--- src/rtl/sdram_axi_serializer.sv ---
// Serializes an upstream AXI4 port onto the SDRAM AXI port so that at most one
// read or write is outstanding downstream; responses are forwarded unmodified.
module sdram_axi_serializer #(
  parameter logic [31:0] ADDR_MASK = 32'h01FF_FFFF
) (
  input  logic        clock,
  input  logic        reset,
  // upstream write address
  input  logic        in_awvalid,
  output logic        in_awready,
  input  logic [31:0] in_awaddr,
  input  logic [3:0]  in_awid,
  input  logic [7:0]  in_awlen,
  input  logic [2:0]  in_awsize,
  input  logic [1:0]  in_awburst,
  // upstream write data
  input  logic        in_wvalid,
  output logic        in_wready,
  input  logic [31:0] in_wdata,
  input  logic [3:0]  in_wstrb,
  input  logic        in_wlast,
  // upstream write response
  output logic        in_bvalid,
  input  logic        in_bready,
  output logic [1:0]  in_bresp,
  output logic [3:0]  in_bid,
  // upstream read address
  input  logic        in_arvalid,
  output logic        in_arready,
  input  logic [31:0] in_araddr,
  input  logic [3:0]  in_arid,
  input  logic [7:0]  in_arlen,
  input  logic [2:0]  in_arsize,
  input  logic [1:0]  in_arburst,
  // upstream read data
  output logic        in_rvalid,
  input  logic        in_rready,
  output logic [31:0] in_rdata,
  output logic [1:0]  in_rresp,
  output logic        in_rlast,
  output logic [3:0]  in_rid,
  // downstream write address
  output logic        out_awvalid,
  input  logic        out_awready,
  output logic [31:0] out_awaddr,
  output logic [3:0]  out_awid,
  output logic [7:0]  out_awlen,
  output logic [2:0]  out_awsize,
  output logic [1:0]  out_awburst,
  // downstream write data
  output logic        out_wvalid,
  input  logic        out_wready,
  output logic [31:0] out_wdata,
  output logic [3:0]  out_wstrb,
  output logic        out_wlast,
  // downstream write response
  input  logic        out_bvalid,
  output logic        out_bready,
  input  logic [1:0]  out_bresp,
  input  logic [3:0]  out_bid,
  // downstream read address
  output logic        out_arvalid,
  input  logic        out_arready,
  output logic [31:0] out_araddr,
  output logic [3:0]  out_arid,
  output logic [7:0]  out_arlen,
  output logic [2:0]  out_arsize,
  output logic [1:0]  out_arburst,
  // downstream read data
  input  logic        out_rvalid,
  output logic        out_rready,
  input  logic [31:0] out_rdata,
  input  logic [1:0]  out_rresp,
  input  logic        out_rlast,
  input  logic [3:0]  out_rid
);

  typedef enum logic [1:0] {
    IDLE     = 2'd0,
    AR_ISSUE = 2'd1,
    RD       = 2'd2,
    WR       = 2'd3
  } state_t;

  state_t      state_r;
  logic        rr_r;
  logic        aw_done_r;
  logic        w_done_r;
  logic        arvalid_r;
  logic        awvalid_r;
  logic [31:0] cap_addr_r;
  logic [3:0]  cap_id_r;
  logic [7:0]  cap_len_r;
  logic [2:0]  cap_size_r;
  logic [1:0]  cap_burst_r;

  logic        idle_s;
  logic        ar_grant_s;
  logic        aw_grant_s;
  logic        w_last_hs_s;
  logic        b_open_s;

  // Grants are masked while reset is held so nothing is accepted during reset.
  assign idle_s      = (state_r == IDLE) && !reset;
  assign ar_grant_s  = idle_s && in_arvalid && (!in_awvalid || !rr_r);
  assign aw_grant_s  = idle_s && in_awvalid && (!in_arvalid || rr_r);
  assign w_last_hs_s = (state_r == WR) && !w_done_r && in_wvalid && out_wready && in_wlast;
  assign b_open_s    = (state_r == WR) && aw_done_r && w_done_r;

  // Only one transaction is in flight, so read and write share one capture set.
  assign out_arvalid = arvalid_r;
  assign out_araddr  = cap_addr_r;
  assign out_arid    = cap_id_r;
  assign out_arlen   = cap_len_r;
  assign out_arsize  = cap_size_r;
  assign out_arburst = cap_burst_r;
  assign out_awvalid = awvalid_r;
  assign out_awaddr  = cap_addr_r;
  assign out_awid    = cap_id_r;
  assign out_awlen   = cap_len_r;
  assign out_awsize  = cap_size_r;
  assign out_awburst = cap_burst_r;

  assign out_wdata = in_wdata;
  assign out_wstrb = in_wstrb;
  assign out_wlast = in_wlast;
  assign in_bresp  = out_bresp;
  assign in_bid    = out_bid;
  assign in_rdata  = out_rdata;
  assign in_rresp  = out_rresp;
  assign in_rlast  = out_rlast;
  assign in_rid    = out_rid;

  // Transaction FSM: arbitration, field capture and downstream address valids.
  always_ff @(posedge clock or posedge reset) begin
    if (reset) begin
      state_r     <= IDLE;
      rr_r        <= 1'b0;
      aw_done_r   <= 1'b0;
      w_done_r    <= 1'b0;
      arvalid_r   <= 1'b0;
      awvalid_r   <= 1'b0;
      cap_addr_r  <= 32'd0;
      cap_id_r    <= 4'd0;
      cap_len_r   <= 8'd0;
      cap_size_r  <= 3'd0;
      cap_burst_r <= 2'd0;
    end else begin
      case (state_r)
        IDLE: begin
          if (ar_grant_s) begin
            cap_addr_r  <= in_araddr & ADDR_MASK;
            cap_id_r    <= in_arid;
            cap_len_r   <= in_arlen;
            cap_size_r  <= in_arsize;
            cap_burst_r <= in_arburst;
            rr_r        <= 1'b1;
            arvalid_r   <= 1'b1;
            state_r     <= AR_ISSUE;
          end else if (aw_grant_s) begin
            cap_addr_r  <= in_awaddr & ADDR_MASK;
            cap_id_r    <= in_awid;
            cap_len_r   <= in_awlen;
            cap_size_r  <= in_awsize;
            cap_burst_r <= in_awburst;
            rr_r        <= 1'b0;
            awvalid_r   <= 1'b1;
            aw_done_r   <= 1'b0;
            w_done_r    <= 1'b0;
            state_r     <= WR;
          end else begin
            state_r <= IDLE;
          end
        end
        AR_ISSUE: begin
          if (out_arready) begin
            arvalid_r <= 1'b0;
            state_r   <= RD;
          end else begin
            state_r <= AR_ISSUE;
          end
        end
        RD: begin
          if (out_rvalid && in_rready && out_rlast) begin
            state_r <= IDLE;
          end else begin
            state_r <= RD;
          end
        end
        WR: begin
          if (awvalid_r && out_awready) begin
            awvalid_r <= 1'b0;
            aw_done_r <= 1'b1;
          end
          if (w_last_hs_s) begin
            w_done_r <= 1'b1;
          end
          if (b_open_s && out_bvalid && in_bready) begin
            state_r <= IDLE;
          end else begin
            state_r <= WR;
          end
        end
        default: state_r <= IDLE;
      endcase
    end
  end

  // Handshake routing: each channel is only connected inside its owning state.
  always_comb begin
    in_arready = 1'b0;
    in_awready = 1'b0;
    in_wready  = 1'b0;
    in_bvalid  = 1'b0;
    in_rvalid  = 1'b0;
    out_wvalid = 1'b0;
    out_bready = 1'b0;
    out_rready = 1'b0;
    case (state_r)
      IDLE: begin
        in_arready = ar_grant_s;
        in_awready = aw_grant_s;
      end
      RD: begin
        in_rvalid  = out_rvalid;
        out_rready = in_rready;
      end
      WR: begin
        if (!w_done_r) begin
          out_wvalid = in_wvalid;
          in_wready  = out_wready;
        end else begin
          out_wvalid = 1'b0;
          in_wready  = 1'b0;
        end
        if (b_open_s) begin
          in_bvalid  = out_bvalid;
          out_bready = in_bready;
        end else begin
          in_bvalid  = 1'b0;
          out_bready = 1'b0;
        end
      end
      default: begin
        in_arready = 1'b0;
        in_awready = 1'b0;
      end
    endcase
  end

endmodule

--- config.mk ---
export PLATFORM = sky130hd
export DESIGN_NAME = sdram_axi_serializer
export DESIGN_NICKNAME = d
export VERILOG_FILES = /design/src/rtl/sdram_axi_serializer.sv
export SDC_FILE = /design/constraint.sdc
export NUM_CORES = 1
export LEC_CHECK = 0
export CORE_AREA = 2 2 150 152
export DETAILED_ROUTE_END_ITERATION = 6
export DIE_AREA = 0 0 152 154
export DONT_BUFFER_PORTS = 1
export PLACE_DENSITY = 0.3
export SKIP_CTS_REPAIR_TIMING = 1
export SLEW_MARGIN = 15
export SYNTH_ARGS = -nofsm -noshare
export SYNTH_HDL_FRONTEND = slang
export SYNTH_SLANG_ARGS = --single-unit
--- constraint.sdc ---
create_clock -name clock -period 1.7 [get_ports clock]
set_input_delay 0.51 -clock clock [delete_from_list [all_inputs] [get_ports clock]]
set_output_delay 0.51 -clock clock [all_outputs]
set_load 0.01 [all_outputs]
==> flow_metrics.tcl, run 1 <==
set metrics [dict create \
    antenna_found_initial 0 \
    drive_gt1_share_pct 14.7 \
    place.gp.congestion 0.713 \
    overflow 0 \
    stdcell_count 580 \
    finalClockSkew_ns 0.00805 \
    synth_most_common_cell "buf_4" \
    hold_path_class "in2async" \
    netlist_area_mm2 0.00364 \
    cts_tree "yes" \
    yosysSeqAreaShare_pct 33.7 \
    preCtsSetupSlack_ns -0.0187 \
    num_vias 2557 \
    start_util_pct 16.8 \
    core-area_mm2 0.0217 \
    rsz0062_at_grt "yes" \
    cts_sinks 49 \
    p_sw_share_pct 47.0 \
    r2r_cells 6 \
    hold_viol 0 \
    syn_inst 426 \
    crit_chain "buf_6 -> nor3_4 -> nand3_2 -> inv_4" \
    violations "setup timing" \
    fp.dieW_um 152 \
    antennaDiodeCount 0 \
    drtPass1Iterations 4 \
    fmax_mhz 546 \
    drt-wirelength-per-cell_um 22.3 \
    cp-end-kind "primary output" \
    post_dp_cell_area_mm2 0.00299 \
    area_growth_pct -12.0 \
    postLayoutCellArea_mm2 0.00320 \
    worstPathRequired_ns 1.19 \
    place_hpwl_um 9560 \
    wirelength_um 12900 \
    internal_power_mw 3.08 \
    dieArea_mm2 0.0234 \
    fin_util_pct 14.8 \
    clkTransAtPathRegs_ns 0.07 \
    clock_latency_ns 0.30 \
    synth_warnings 0 \
    power_density_mw_per_mm2 1810 \
    synth_common_cells "buf_4 (142), dfrtp_1 (49), nand3_1 (45)" \
    synthArstFlopShare_pct 100 \
    power_leakage_nw 1.10 \
    cp_max_fo 6 \
    cts_inserted_buffers 5 \
    seq_power_share_pct 48.7 \
    synth_ff_type "dfrtp_1" \
    layout.nets 491 \
    crit_path_top_delay_cell "dfrtp_1" \
    start_kind "flop" \
    synth_area_leaders "dfrtp_1 (34%), buf_4 (29%), a31oi_1 (7.2%), nand3_1 (6.2%), a21oi_1 (5.8%)" \
    grt_pass1_wl_um 18300 \
    via_per_inst 4.41 \
    max_slew_margin_pct 64.7 \
    power.net_switching_mw 2.73 \
    p_clk_share_pct 17.8 \
    status "finished, violations left" \
    synth_edf_count 0 \
    num_rows 54 \
    ios 382 \
    drv_cap 0 \
    ys_ff_latch 49 \
    dieHeight_um 154 \
    drtAntennaViolNets 0 \
    drc 0 \
    path_depth 4 \
    min_period_ns 1.83 \
    yosysTopAreaCell "dfrtp_1" \
    vdd_ir_drop_max_mv 0.381 \
    p_total_mw 5.81 \
    clock_path_buffers 2 \
    syn_avg_cell_area_um2 8.55 \
    grt_max_degree 43 \
    combinationalPowerShare_pct 33.5 \
    crit_path_max_incr_delay_ns 0.40 \
    initialDrtViolationCount 193 \
    htreeDepth 2 \
    fin_ws_ns -0.133 \
    port_buffers 0 \
    yosysUniqueCellTypes 34 \
    post-route-period-util_pct 108 \
    fin_hold_ws_ns 0.137 \
    worst_pin_slew_ns 0.530 \
    grt_pass1_vias 2501 \
    setup_tns_ns -0.514 \
    grt_usage_pct 10.4 \
    critPathTopFamily "flip-flops" \
    slew_viol_final 0 \
    worstSetupPathType "reg2out" \
    cts_root_buf "clkbuf_16" \
    dp.cells 567 \
    finalSetupViolations 6 \
    worst-path-buf-inv 2 \
    worstPathArrival_ns 1.32 \
    yosys.area.top_type_share_pct 33.7 \
]
power groups by stage:
| stage | clock network [mW] | logic (mW) | registers, mW |
|---|---|---|---|
| after floorplan | 0 | 2.60 | 2.40 |
| after global placement | 0 | 1.83 | 2.85 |
| after detailed placement | 0 | 1.84 | 2.86 |
| after CTS | 1.12 | 1.84 | 2.84 |
| after global routing | 1.16 | 2.19 | 2.94 |
| final | 1.03 | 1.95 | 2.83 |
per-layer routing:
metal  up-vias  routed length (um)  global-route usage, %
met5         -                   0                      0
met4         0                 225                   3.34
met3        19                1300                   4.54
met2       176                7150                   19.8
met1      1267                4250                   10.0
li1       1095                   -                      -
registers in the layout, indices dropped and copies added (netlist names):
signal       flops
out_arlen        8
out_araddr      25
state_r          2
aw_done_r        1
out_arid         4
rr_r             1
out_arsize       3
out_arvalid      1
out_awvalid      1
out_arburst      2
w_done_r         1
worst reg2reg max path, cell delays in order (launching register included):
cell,delay (ns)
dfrtp_1,0.40
buf_6,0.15
nor3_4,0.22
buf_4,0.20
and2_2,0.21
buf_12,0.19
a31oi_1,0.13
cell type report:
class,count,area (um^2)
fill,2475,18500
tap,280,350
inverter,3,13.8
timing repair buffer,24,251
clock buffer,8,136
sequential,49,1230
multi-input combinational,216,1230
cells by family after synthesis:
| family | Yosys count | synth area share [%] |
|---|---|---|
| buffers and inverters | 174 | 35.2 |
| AND/OR/NAND/NOR | 67 | 10.1 |
| other | 1 | 0.103 |
| flip-flops | 49 | 33.7 |
| AO/OA/AOI/OAI | 135 | 21.0 |
final timing paths:
path	startpoint	end	slack (ns)
hold reg to reg	out_arvalid	out_arvalid	0.57
setup reg to reg	state_r[0]	out_arburst[1]	0.08
min in group clock	out_arready	state_r[0]	0.32
setup / recovery	state_r[0]	in_awready	-0.13
hold / removal	reset	state_r[1]	0.14
max in group asynchronous	reset	out_araddr[20]	1.21
cells in the final DEF, fill, tap and decap left out, types with 2 or more instances in the layout:
master     synthesis  final
clkbuf_16          0      5
a21oi_1           42     42
buf_4            142     15
a31oi_1           42     42
clkbuf_1           8      3
and3_4             0      2
dfrtp_1           49     49
and4_1             2      2
nand3_1           45     44
buf_12             0      5
nand4_1            2      2
a21o_1             2      2
conb_1             1     14
nor3b_2            0      2
o21ai_1           42     42
buf_6             12      3
nand2_1            5      5
No activity file was read; power rests on OpenSTA's default activity.
==> inputs of run 2 (changes only) <==
--- a/config.mk
+++ b/config.mk
@@ -9,7 +9,6 @@
 export DETAILED_ROUTE_END_ITERATION = 6
 export DIE_AREA = 0 0 152 154
 export DONT_BUFFER_PORTS = 1
-export PLACE_DENSITY = 0.3
 export SKIP_CTS_REPAIR_TIMING = 1
 export SLEW_MARGIN = 15
 export SYNTH_ARGS = -nofsm -noshare
==> run 2 against run 1 <==
Against the previous run: the run still ends with setup timing left; critical path depth unchanged; hold slack about the same; die area unchanged; highest routed layer unchanged; via count increased by 0.39%; fmax increased by 3.2%; core utilization increased by 0.53 points; clock-buffer cell count decreased by 2; worst setup slack improved by 0.057 ns; largest cell class is now multi-input gates; critical path type unchanged.
==> flow_metrics.tcl, run 2 (synthesized netlist as in run 1, its figures left out) <==
set metrics [dict create \
    slew_viol_final 0 \
    hold_path_class "in2async" \
    hold_viol 0 \
    num_vias 2567 \
    fill_cells 2468 \
    layout.nets 491 \
    p_clk_share_pct 19.6 \
    drv_cap 0 \
    fmax_mhz 563 \
    overflow 0 \
    internal_power_mw 3.34 \
    core-area_mm2 0.0217 \
    cts_root_buf "clkbuf_16" \
    start_util_pct 16.8 \
    fp.dieW_um 152 \
    cts_tree "yes" \
    multi_input_area_mm2 0.00124 \
    initialDrtViolationCount 243 \
    stdcell_count 580 \
    clock_latency_ns 0.30 \
    vdd_ir_drop_max_mv 0.770 \
    p_sw_share_pct 46.2 \
    cts_sinks 49 \
    status "finished, violations left" \
    wirelength_um 11600 \
    htreeDepth 2 \
    worstSetupPathType "reg2out" \
    fin_hold_ws_ns 0.137 \
    place_hpwl_um 8180 \
    cts_inserted_buffers 5 \
    post-route-period-util_pct 104 \
    start_kind "flop" \
    grt_usage_pct 9.12 \
    num_rows 54 \
    port_buffers 0 \
    worstPathRequired_ns 1.19 \
    min_period_ns 1.78 \
    setup_tns_ns -0.207 \
    drtPass1Iterations 5 \
    seq_area_mm2 0.00123 \
    clkTransAtPathRegs_ns 0.07 \
    worstPathArrival_ns 1.27 \
    drc 0 \
    ios 382 \
    power_density_mw_per_mm2 1870 \
    combinationalPowerShare_pct 33.7 \
    drtAntennaViolNets 0 \
    fin_ws_ns -0.0758 \
    final_common_cell "dfrtp_1" \
    violations "setup timing" \
    place.gp.congestion 0.677 \
    clock_path_buffers 2 \
    drt-wirelength-per-cell_um 20.0 \
    dieHeight_um 154 \
    largest_reg_flops 25 \
    power_leakage_nw 1.15 \
    fin_util_pct 15.3 \
    via_per_inst 4.43 \
    grt_max_degree 55 \
    dp.cells 568 \
    finalSetupViolations 5 \
    dieArea_mm2 0.0234 \
    mostFrequentLayoutCells "dfrtp_1 (49), nand3_1 (44), o21ai_1 (42), a21oi_1 (42), a31oi_1 (42)" \
    rsz0062_at_grt "yes" \
    finalClockSkew_ns 0.00511 \
    area_growth_pct -8.86 \
    grt_pass1_vias 2533 \
    power.net_switching_mw 2.87 \
    seq_power_share_pct 46.8 \
    antennaDiodeCount 0 \
    grt_pass1_wl_um 16200 \
    cp_max_fo 6 \
    cp-end-kind "primary output" \
    drive_gt1_share_pct 17.0 \
    antenna_found_initial 0 \
]
## run 2: worst max-delay path: stages, from the launching register on
cell and delay [ns]:
dfrtp_1 0.40, buf_6 0.15, nor3_4 0.20, nand3_2 0.11
inv_2 0.11
## run 2: layer usage
| layer | wire length, um | global-route usage [%] | vias up |
|---|---|---|---|
| met2 | 5520 | 14.8 | 189 |
| met5 | 0 | 0 | - |
| met3 | 1110 | 3.33 | 54 |
| li1 | - | - | 1095 |
| met1 | 4430 | 10.1 | 1229 |
| met4 | 566 | 6.10 | 0 |
## run 2: area by class of cell
class | instances | share of cell area (%)
tap | 280 | 10.6
timing repair buffer | 24 | 9.57
clock buffer | 6 | 4.18
multi-input combinational | 216 | 37.3
sequential | 49 | 36.9
inverter | 3 | 0.339
clock inverter | 2 | 1.13
## run 2: stage by stage
step,setup slack (ns),power [mW],cell area (um^2)
2_1_floorplan,0.0172,5.01,3690
5_1_grt,-0.126,6.69,3320
3_3_place_gp,0.000627,4.75,3020
3_5_place_dp,-0.00703,4.80,3020
4_1_cts,-0.252,6.07,3190
6_report,-0.0758,6.21,3320
## run 2: final timing paths
kind	startpoint	end	slack, ns	depth (start not counted)
setup / recovery	state_r[0]	in_awready	-0.08	4
setup reg to reg	state_r[0]	out_araddr[22]	0.07	6
max in group asynchronous	reset	out_araddr[19]	1.30	2
hold reg to reg	rr_r	rr_r	0.59	1
hold / removal	reset	out_arvalid	0.14	2
min in group clock	out_arready	state_r[0]	0.32	1
## run 2: power groups by stage
stage          Clock [mW]  Sequential (mW)  Combinational, mW
2_1_floorplan           0             2.40               2.60
3_5_place_dp            0             2.93               1.87
6_report             1.22             2.90               2.09
4_1_cts              1.29             2.90               1.87
3_3_place_gp            0             2.92               1.84
5_1_grt              1.31             3.01               2.37
==> inputs of run 3 (changes only) <==
--- a/config.mk
+++ b/config.mk
@@ -10,7 +10,7 @@
 export DIE_AREA = 0 0 152 154
 export DONT_BUFFER_PORTS = 1
 export SKIP_CTS_REPAIR_TIMING = 1
-export SLEW_MARGIN = 15
+export SLEW_MARGIN = 10
 export SYNTH_ARGS = -nofsm -noshare
 export SYNTH_HDL_FRONTEND = slang
 export SYNTH_SLANG_ARGS = --single-unit
==> results of run 3 <==
The final DEF is identical to that of run 2; final timing and power are the same.
